### src/rtl/opb_bus_initiator.sv
// -----------------------------------------------------------------------------
// opb_bus_initiator
//   Bus master for the OPB strobe bus. Converts asynchronous external-CPU
//   cycles (chip select plus separate read/write strobes) into single OPB
//   transactions, one per CPU cycle, without pipelining.
//
// Parameters
//   ADDR_W  address width
//   DATA_W  data width
//   RD_LAT  clk cycles from the OPB_RE cycle to OPB_DI valid (1..15)
//
// Ports
//   clk, rst_n            clock, asynchronous active-low reset
//   CPU_ADDR / CPU_DI     CPU address and write data (stable during strobe)
//   CPU_CS_N/RD_N/WR_N    asynchronous active-low CPU controls
//   CPU_DO / CPU_RDY      captured read data, cycle-complete handshake
//   OPB_ADDR / OPB_DO     registered OPB address and write data
//   OPB_RE / OPB_WE       one-cycle OPB read / write strobes
//   OPB_DI                read data from the slave read-mux
//   BUSY                  high whenever the FSM is not idle
//
// Optional feature (macro OPB_BUSERR_EN)
//   OPB_HIT      decoder hit, sampled in the strobe cycle
//   BUS_ERR_CLR  synchronous clear of BUS_ERR
//   BUS_ERR      sticky unmapped-access flag
//   BUS_ERR_ADDR address of the first failing access
//   Missed reads return 16'hDEAD on CPU_DO.
// -----------------------------------------------------------------------------
module opb_bus_initiator #(
    parameter int ADDR_W = 24,
    parameter int DATA_W = 16,
    parameter int RD_LAT = 2
) (
    input  logic              clk,
    input  logic              rst_n,
    input  logic [ADDR_W-1:0] CPU_ADDR,
    input  logic [DATA_W-1:0] CPU_DI,
    output logic [DATA_W-1:0] CPU_DO,
    input  logic              CPU_CS_N,
    input  logic              CPU_RD_N,
    input  logic              CPU_WR_N,
    output logic              CPU_RDY,
`ifdef OPB_BUSERR_EN
    input  logic              OPB_HIT,
    input  logic              BUS_ERR_CLR,
    output logic              BUS_ERR,
    output logic [ADDR_W-1:0] BUS_ERR_ADDR,
`endif
    output logic [ADDR_W-1:0] OPB_ADDR,
    output logic [DATA_W-1:0] OPB_DO,
    output logic              OPB_RE,
    output logic              OPB_WE,
    input  logic [DATA_W-1:0] OPB_DI,
    output logic              BUSY
);

    generate
        if (RD_LAT < 1 || RD_LAT > 15) begin : g_bad_rd_lat
            $error("opb_bus_initiator: RD_LAT must be within 1..15");
        end
    endgenerate

    typedef enum logic [2:0] {
        S_IDLE,
        S_RSTB,
        S_RWAIT,
        S_WSTB,
        S_DONE
    } state_t;

    state_t        r_state;
    logic [3:0]    r_wait_cnt;
    logic [1:0]    r_cs_sync;
    logic [1:0]    r_rd_sync;
    logic [1:0]    r_wr_sync;
    logic          w_cs_s;
    logic          w_rd_s;
    logic          w_wr_s;
    logic          w_rd_act;
    logic          w_wr_act;
    logic [DATA_W-1:0] w_rd_data;

    // NOTE: synchronizer flops reset to 1 so a reset never looks like an
    // active (low) strobe on the first cycles after release.
    always_ff @(posedge clk or negedge rst_n) begin
        if (!rst_n) begin
            r_cs_sync <= 2'b11;
            r_rd_sync <= 2'b11;
            r_wr_sync <= 2'b11;
        end else begin
            r_cs_sync <= {r_cs_sync[0], CPU_CS_N};
            r_rd_sync <= {r_rd_sync[0], CPU_RD_N};
            r_wr_sync <= {r_wr_sync[0], CPU_WR_N};
        end
    end

    assign w_cs_s = r_cs_sync[1];
    assign w_rd_s = r_rd_sync[1];
    assign w_wr_s = r_wr_sync[1];

    // Exactly one strobe must be active; CS+RD+WR all low decodes to nothing.
    assign w_rd_act = ~w_cs_s & ~w_rd_s &  w_wr_s;
    assign w_wr_act = ~w_cs_s & ~w_wr_s &  w_rd_s;

`ifdef OPB_BUSERR_EN
    logic r_rd_miss;

    always_ff @(posedge clk or negedge rst_n) begin
        if (!rst_n) begin
            r_rd_miss    <= 1'b0;
            BUS_ERR      <= 1'b0;
            BUS_ERR_ADDR <= '0;
        end else begin
            if (r_state == S_RSTB) begin
                r_rd_miss <= ~OPB_HIT;
            end
            // A new miss takes priority over a coinciding clear.
            if ((r_state == S_RSTB || r_state == S_WSTB) && !OPB_HIT) begin
                BUS_ERR <= 1'b1;
                if (!BUS_ERR) begin
                    BUS_ERR_ADDR <= OPB_ADDR;
                end
            end else if (BUS_ERR_CLR) begin
                BUS_ERR <= 1'b0;
            end
        end
    end

    assign w_rd_data = r_rd_miss ? DATA_W'(16'hDEAD) : OPB_DI;
`else
    assign w_rd_data = OPB_DI;
`endif

    // NOTE: every state element here is updated with non-blocking assignments
    // so all registers see pre-edge values regardless of statement order.
    always_ff @(posedge clk or negedge rst_n) begin
        if (!rst_n) begin
            r_state    <= S_IDLE;
            r_wait_cnt <= '0;
            OPB_ADDR   <= '0;
            OPB_DO     <= '0;
            OPB_RE     <= 1'b0;
            OPB_WE     <= 1'b0;
            CPU_DO     <= '0;
            CPU_RDY    <= 1'b0;
            BUSY       <= 1'b0;
        end else begin
            // Strobes default low, so any assertion lasts exactly one cycle.
            OPB_RE <= 1'b0;
            OPB_WE <= 1'b0;
            unique case (r_state)
                S_IDLE: begin
                    if (w_rd_act) begin
                        OPB_ADDR <= CPU_ADDR;
                        OPB_RE   <= 1'b1;
                        BUSY     <= 1'b1;
                        r_state  <= S_RSTB;
                    end else if (w_wr_act) begin
                        OPB_ADDR <= CPU_ADDR;
                        OPB_DO   <= CPU_DI;
                        OPB_WE   <= 1'b1;
                        BUSY     <= 1'b1;
                        r_state  <= S_WSTB;
                    end
                end
                S_RSTB: begin
                    r_wait_cnt <= 4'(RD_LAT - 1);
                    r_state    <= S_RWAIT;
                end
                S_RWAIT: begin
                    // Count 0 lands RD_LAT cycles after the OPB_RE cycle.
                    if (r_wait_cnt == 4'd0) begin
                        CPU_DO  <= w_rd_data;
                        CPU_RDY <= 1'b1;
                        r_state <= S_DONE;
                    end else begin
                        r_wait_cnt <= r_wait_cnt - 4'd1;
                    end
                end
                S_WSTB: begin
                    CPU_RDY <= 1'b1;
                    r_state <= S_DONE;
                end
                S_DONE: begin
                    // Hold the handshake until the CPU releases its strobe;
                    // an aborted cycle leaves after a single DONE cycle.
                    if (!w_rd_act && !w_wr_act) begin
                        CPU_RDY <= 1'b0;
                        BUSY    <= 1'b0;
                        r_state <= S_IDLE;
                    end
                end
                default: begin
                    r_state <= S_IDLE;
                end
            endcase
        end
    end

endmodule

### config.mk
export PLATFORM = sky130hd
export DESIGN_NAME = opb_bus_initiator
export DESIGN_NICKNAME = d
export VERILOG_FILES = /design/src/rtl/opb_bus_initiator.sv
export SDC_FILE = /design/constraint.sdc
export NUM_CORES = 1
export LEC_CHECK = 0
export ABC_AREA = 1
export CORE_ASPECT_RATIO = 0.6
export CORE_UTILIZATION = 42
export CTS_CLUSTER_SIZE = 16
export DETAILED_ROUTE_END_ITERATION = 7
export PLACE_DENSITY_LB_ADDON = 0.2
export SLEW_MARGIN = 20
export SYNTH_ARGS = -nofsm -noshare
export SYNTH_HDL_FRONTEND = slang
export SYNTH_SLANG_ARGS = --single-unit
### constraint.sdc
create_clock -name clk -period 1.9 [get_ports clk]
set_clock_uncertainty 0.05 [all_clocks]
set_input_delay 0.285 -clock clk [delete_from_list [all_inputs] [get_ports clk]]
set_output_delay 0.285 -clock clk [all_outputs]
set_load 0.05 [all_outputs]
==> results of run 1 <==
[final cells by class]
type | instances | area (µm²)
clock buffers | 12 | 267
fillers | 497 | 1830
clock inverters | 4 | 97.6
well taps | 84 | 105
inverters | 12 | 47.5
multi-input cells | 215 | 920
flip-flops and latches | 73 | 1830
repair buffers | 126 | 1250
[path summary, 6_finish.rpt]
kind,start,endpoint,slack (ns),depth (start not counted)
worst max-delay path,OPB_ADDR[17],OPB_ADDR[17],0.06,1
worst min-delay path,r_rd_sync[0],r_rd_sync[1],0.31,0
worst max register to register,r_wr_sync[1],OPB_ADDR[23],0.29,6
worst min register to register,r_rd_sync[0],r_rd_sync[1],0.31,0
max in group asynchronous,rst_n,r_cs_sync[1],0.81,3
min in group asynchronous,rst_n,CPU_DO[2],0.38,2
[kinds of logic (layout without fill, tap and decap cells)]
group,count (synthesis),in the layout,share of synthesized area [%]
fa+ha+maj,2,2,0.871
simple gates,207,207,29.9
flops,73,73,63.8
xor+xnor,1,1,0.305
buf+inv,21,154,4.18
compound gates,5,5,0.914
[flip-flops by register name (all words and copies together), names as in the netlist, 2 cells and up]
register    count
OPB_DO         16
r_wait_cnt      4
r_state         3
CPU_DO         16
r_cs_sync       2
OPB_ADDR       24
r_wr_sync       2
r_rd_sync       2
[metrics by stage]
stage	worst slack [ns]	cells	utilization, %	hold slack, ns
detailed placement	0.281	509	65.3	0.186
CTS	0.0449	526	71.2	0.302
global placement	0.373	509	65.3	0.184
global route	0.00766	526	71.2	0.314
finish	0.0572	526	71.2	0.308
floorplan	0.514	309	-	-0.0606
[synth_stat cells, types with 2 or more instances]
| master | count | area share (%) |
|---|---|---|
| nand2_1 | 167 | 22 |
| dfrtp_1 | 67 | 58 |
| nand3_1 | 22 | 3.8 |
| nor2_1 | 8 | 1.0 |
| inv_1 | 7 | 0.91 |
| dfstp_2 | 6 | 5.5 |
| buf_2 | 4 | 0.70 |
| buf_6 | 4 | 1.6 |
| inv_2 | 4 | 0.52 |
| nand2_2 | 3 | 0.65 |
| nor2_4 | 3 | 1.2 |
| o21ai_0 | 3 | 0.52 |
| ha_1 | 2 | 0.87 |
[power groups by stage]
stage,logic [W],clock network [W],registers [W]
after floorplan,0.00108,0,0.00481
after global placement,0.00488,0,0.00264
after detailed placement,0.00495,0,0.00264
after CTS,0.00497,0.00203,0.00264
after global routing,0.00525,0.00212,0.00272
final,0.00493,0.00199,0.00264
[metal layers]
metal | GRT usage (%) | share of wire [%]
met1 | 25.6 | 47
met2 | 30.1 | 40
met3 | 11.0 | 12
met4 | 6.59 | 0.65
met5 | 0 | 0
==> impl_results.md, run 1 <==
* Final net count at 500
* Post-route ant nets at 0
* Clock sink count at 73
* Post-CTS Setup Inserts at 0
* Sequential area share after synthesis at 63.8%
* Number of synthesized flops with an enable pin at 0
* Yosys cell types at 22
* Die Wd at 109 µm
* Post-cts resize count at 0
* Die area at 7190 µm²
* Primary FF master, synth: dfrtp_1
* Final hold vios at 0
* # rows at 22
* Max_cap viols at 0
* Dpl hpwl at 4.70 mm
* Max VDD drop at 1.20 mV
* Design Area, Final at 4520 µm²
* Antenna violations before repair at 0
* Crit path DAT at 1.51 ns
* Layout cell share with drive strength beyond 1 at 9.73%
* Kind of start point of the critical path: flop
* Clock Power Share at 20.8%
* Clock Tree Buf Depth at 2
* CTS Hold Buffers Added at 1
* Most common cell after layout, fill and taps aside: nand2_1
* Sw Ratio at 45.4%
* Outcome: completed
* Crit path max-delay family: buffers and inverters
* WP buf/inv at 1
* Final Slew Violations at 0
* Synth Net Count at 372
* Leak at 2.21 nW
* Hold/Removal Path Class: flop to flop
* Via count at 2390
* Post-synthesis instance total at 309
* Synth warn at 0
* Worst EP required at 1.56 ns
* RSZ-0062 raised after global routing: false
* Area after DPL at 4150 µm²
* DR iter-0 viols at 132
* I/O pin count at 121
* RePlAce Congestion at 0.803
* Period utilisation layout at 97.0%
* IO buf count at 120
* Crit-path cells: clkdlybuf4s50_1
* CTS Buf Count at 9
* Routed WL per cell at 12.9 µm
* CTS tree: done
* Skew-Pair Late Insertion Delay at 0.32 ns
* Initial Utilization at 45.2%
* Total design power at 0.00956 W
* CTS root buf: clkbuf_16
* All-Layer GR Usage at 20.4%
* Largest net degree at the start of global routing at 32
* Tightest Pin Transition at 0.543 ns
* Worst path max stage delay at 0.83 ns
* First-pass GRT wire length at 10.8 mm
* Grt ovf at 0
* Syn-to-layout area delta at 57.4%
* Power Internal at 0.00522 W
* Final setup viols at 0
* Final min period at 1.84 ns
* Netlist Area Pre-Place at 2870 µm²
* Vias in the first global route at 2286
* Fmax at 543 MHz
* Psw at 0.00434 W
* Reg clk slew, reported paths at 0.06 ns
* CTS H-Tree Depth at 3
* Via-to-Cell Ratio at 4.54
* Worst-path fanout max at 2
* Commonest cells after routing, fill and taps aside: nand2_1 (167), clkdlybuf4s50_1 (117), dfrtp_1 (67)
* Asr flop ratio synth at 100%
* Reg power frac at 27.7%
* Pre-Repair DR Iteration Count at 4
* Post-route setup TNS at 0 ns
* WL final at 6.76 mm
* Die height at 66.1 µm
* Seq cells post-synth at 73
* Core ar. at 6360 µm²
* Logic gate share of total power at 51.6%
* CP max-delay cell: clkdlybuf4s50_1
* WS Path Type: flop to output port
* Syn_area_per_cell at 9.30 µm²
* N_diodes at 0
* Slew headroom at 63.7%
* Power per cell area at 2110 nW/µm²
* Worst Setup End Kind: output port
* Residual DRC count at 0
(Power assumes the default switching activity.)
==> run 2: changes to the inputs <==
CAP_MARGIN = 20   (was unset)
==> results of run 2 <==
Same layout as run 1: the final DEF is identical, and so are final timing and power.
==> run 3: changes to the inputs <==
ABC_CLOCK_PERIOD_IN_PS = 1900   (was unset)
==> results of run 3 <==
Same layout as run 1: the final DEF is identical, and so are final timing and power.
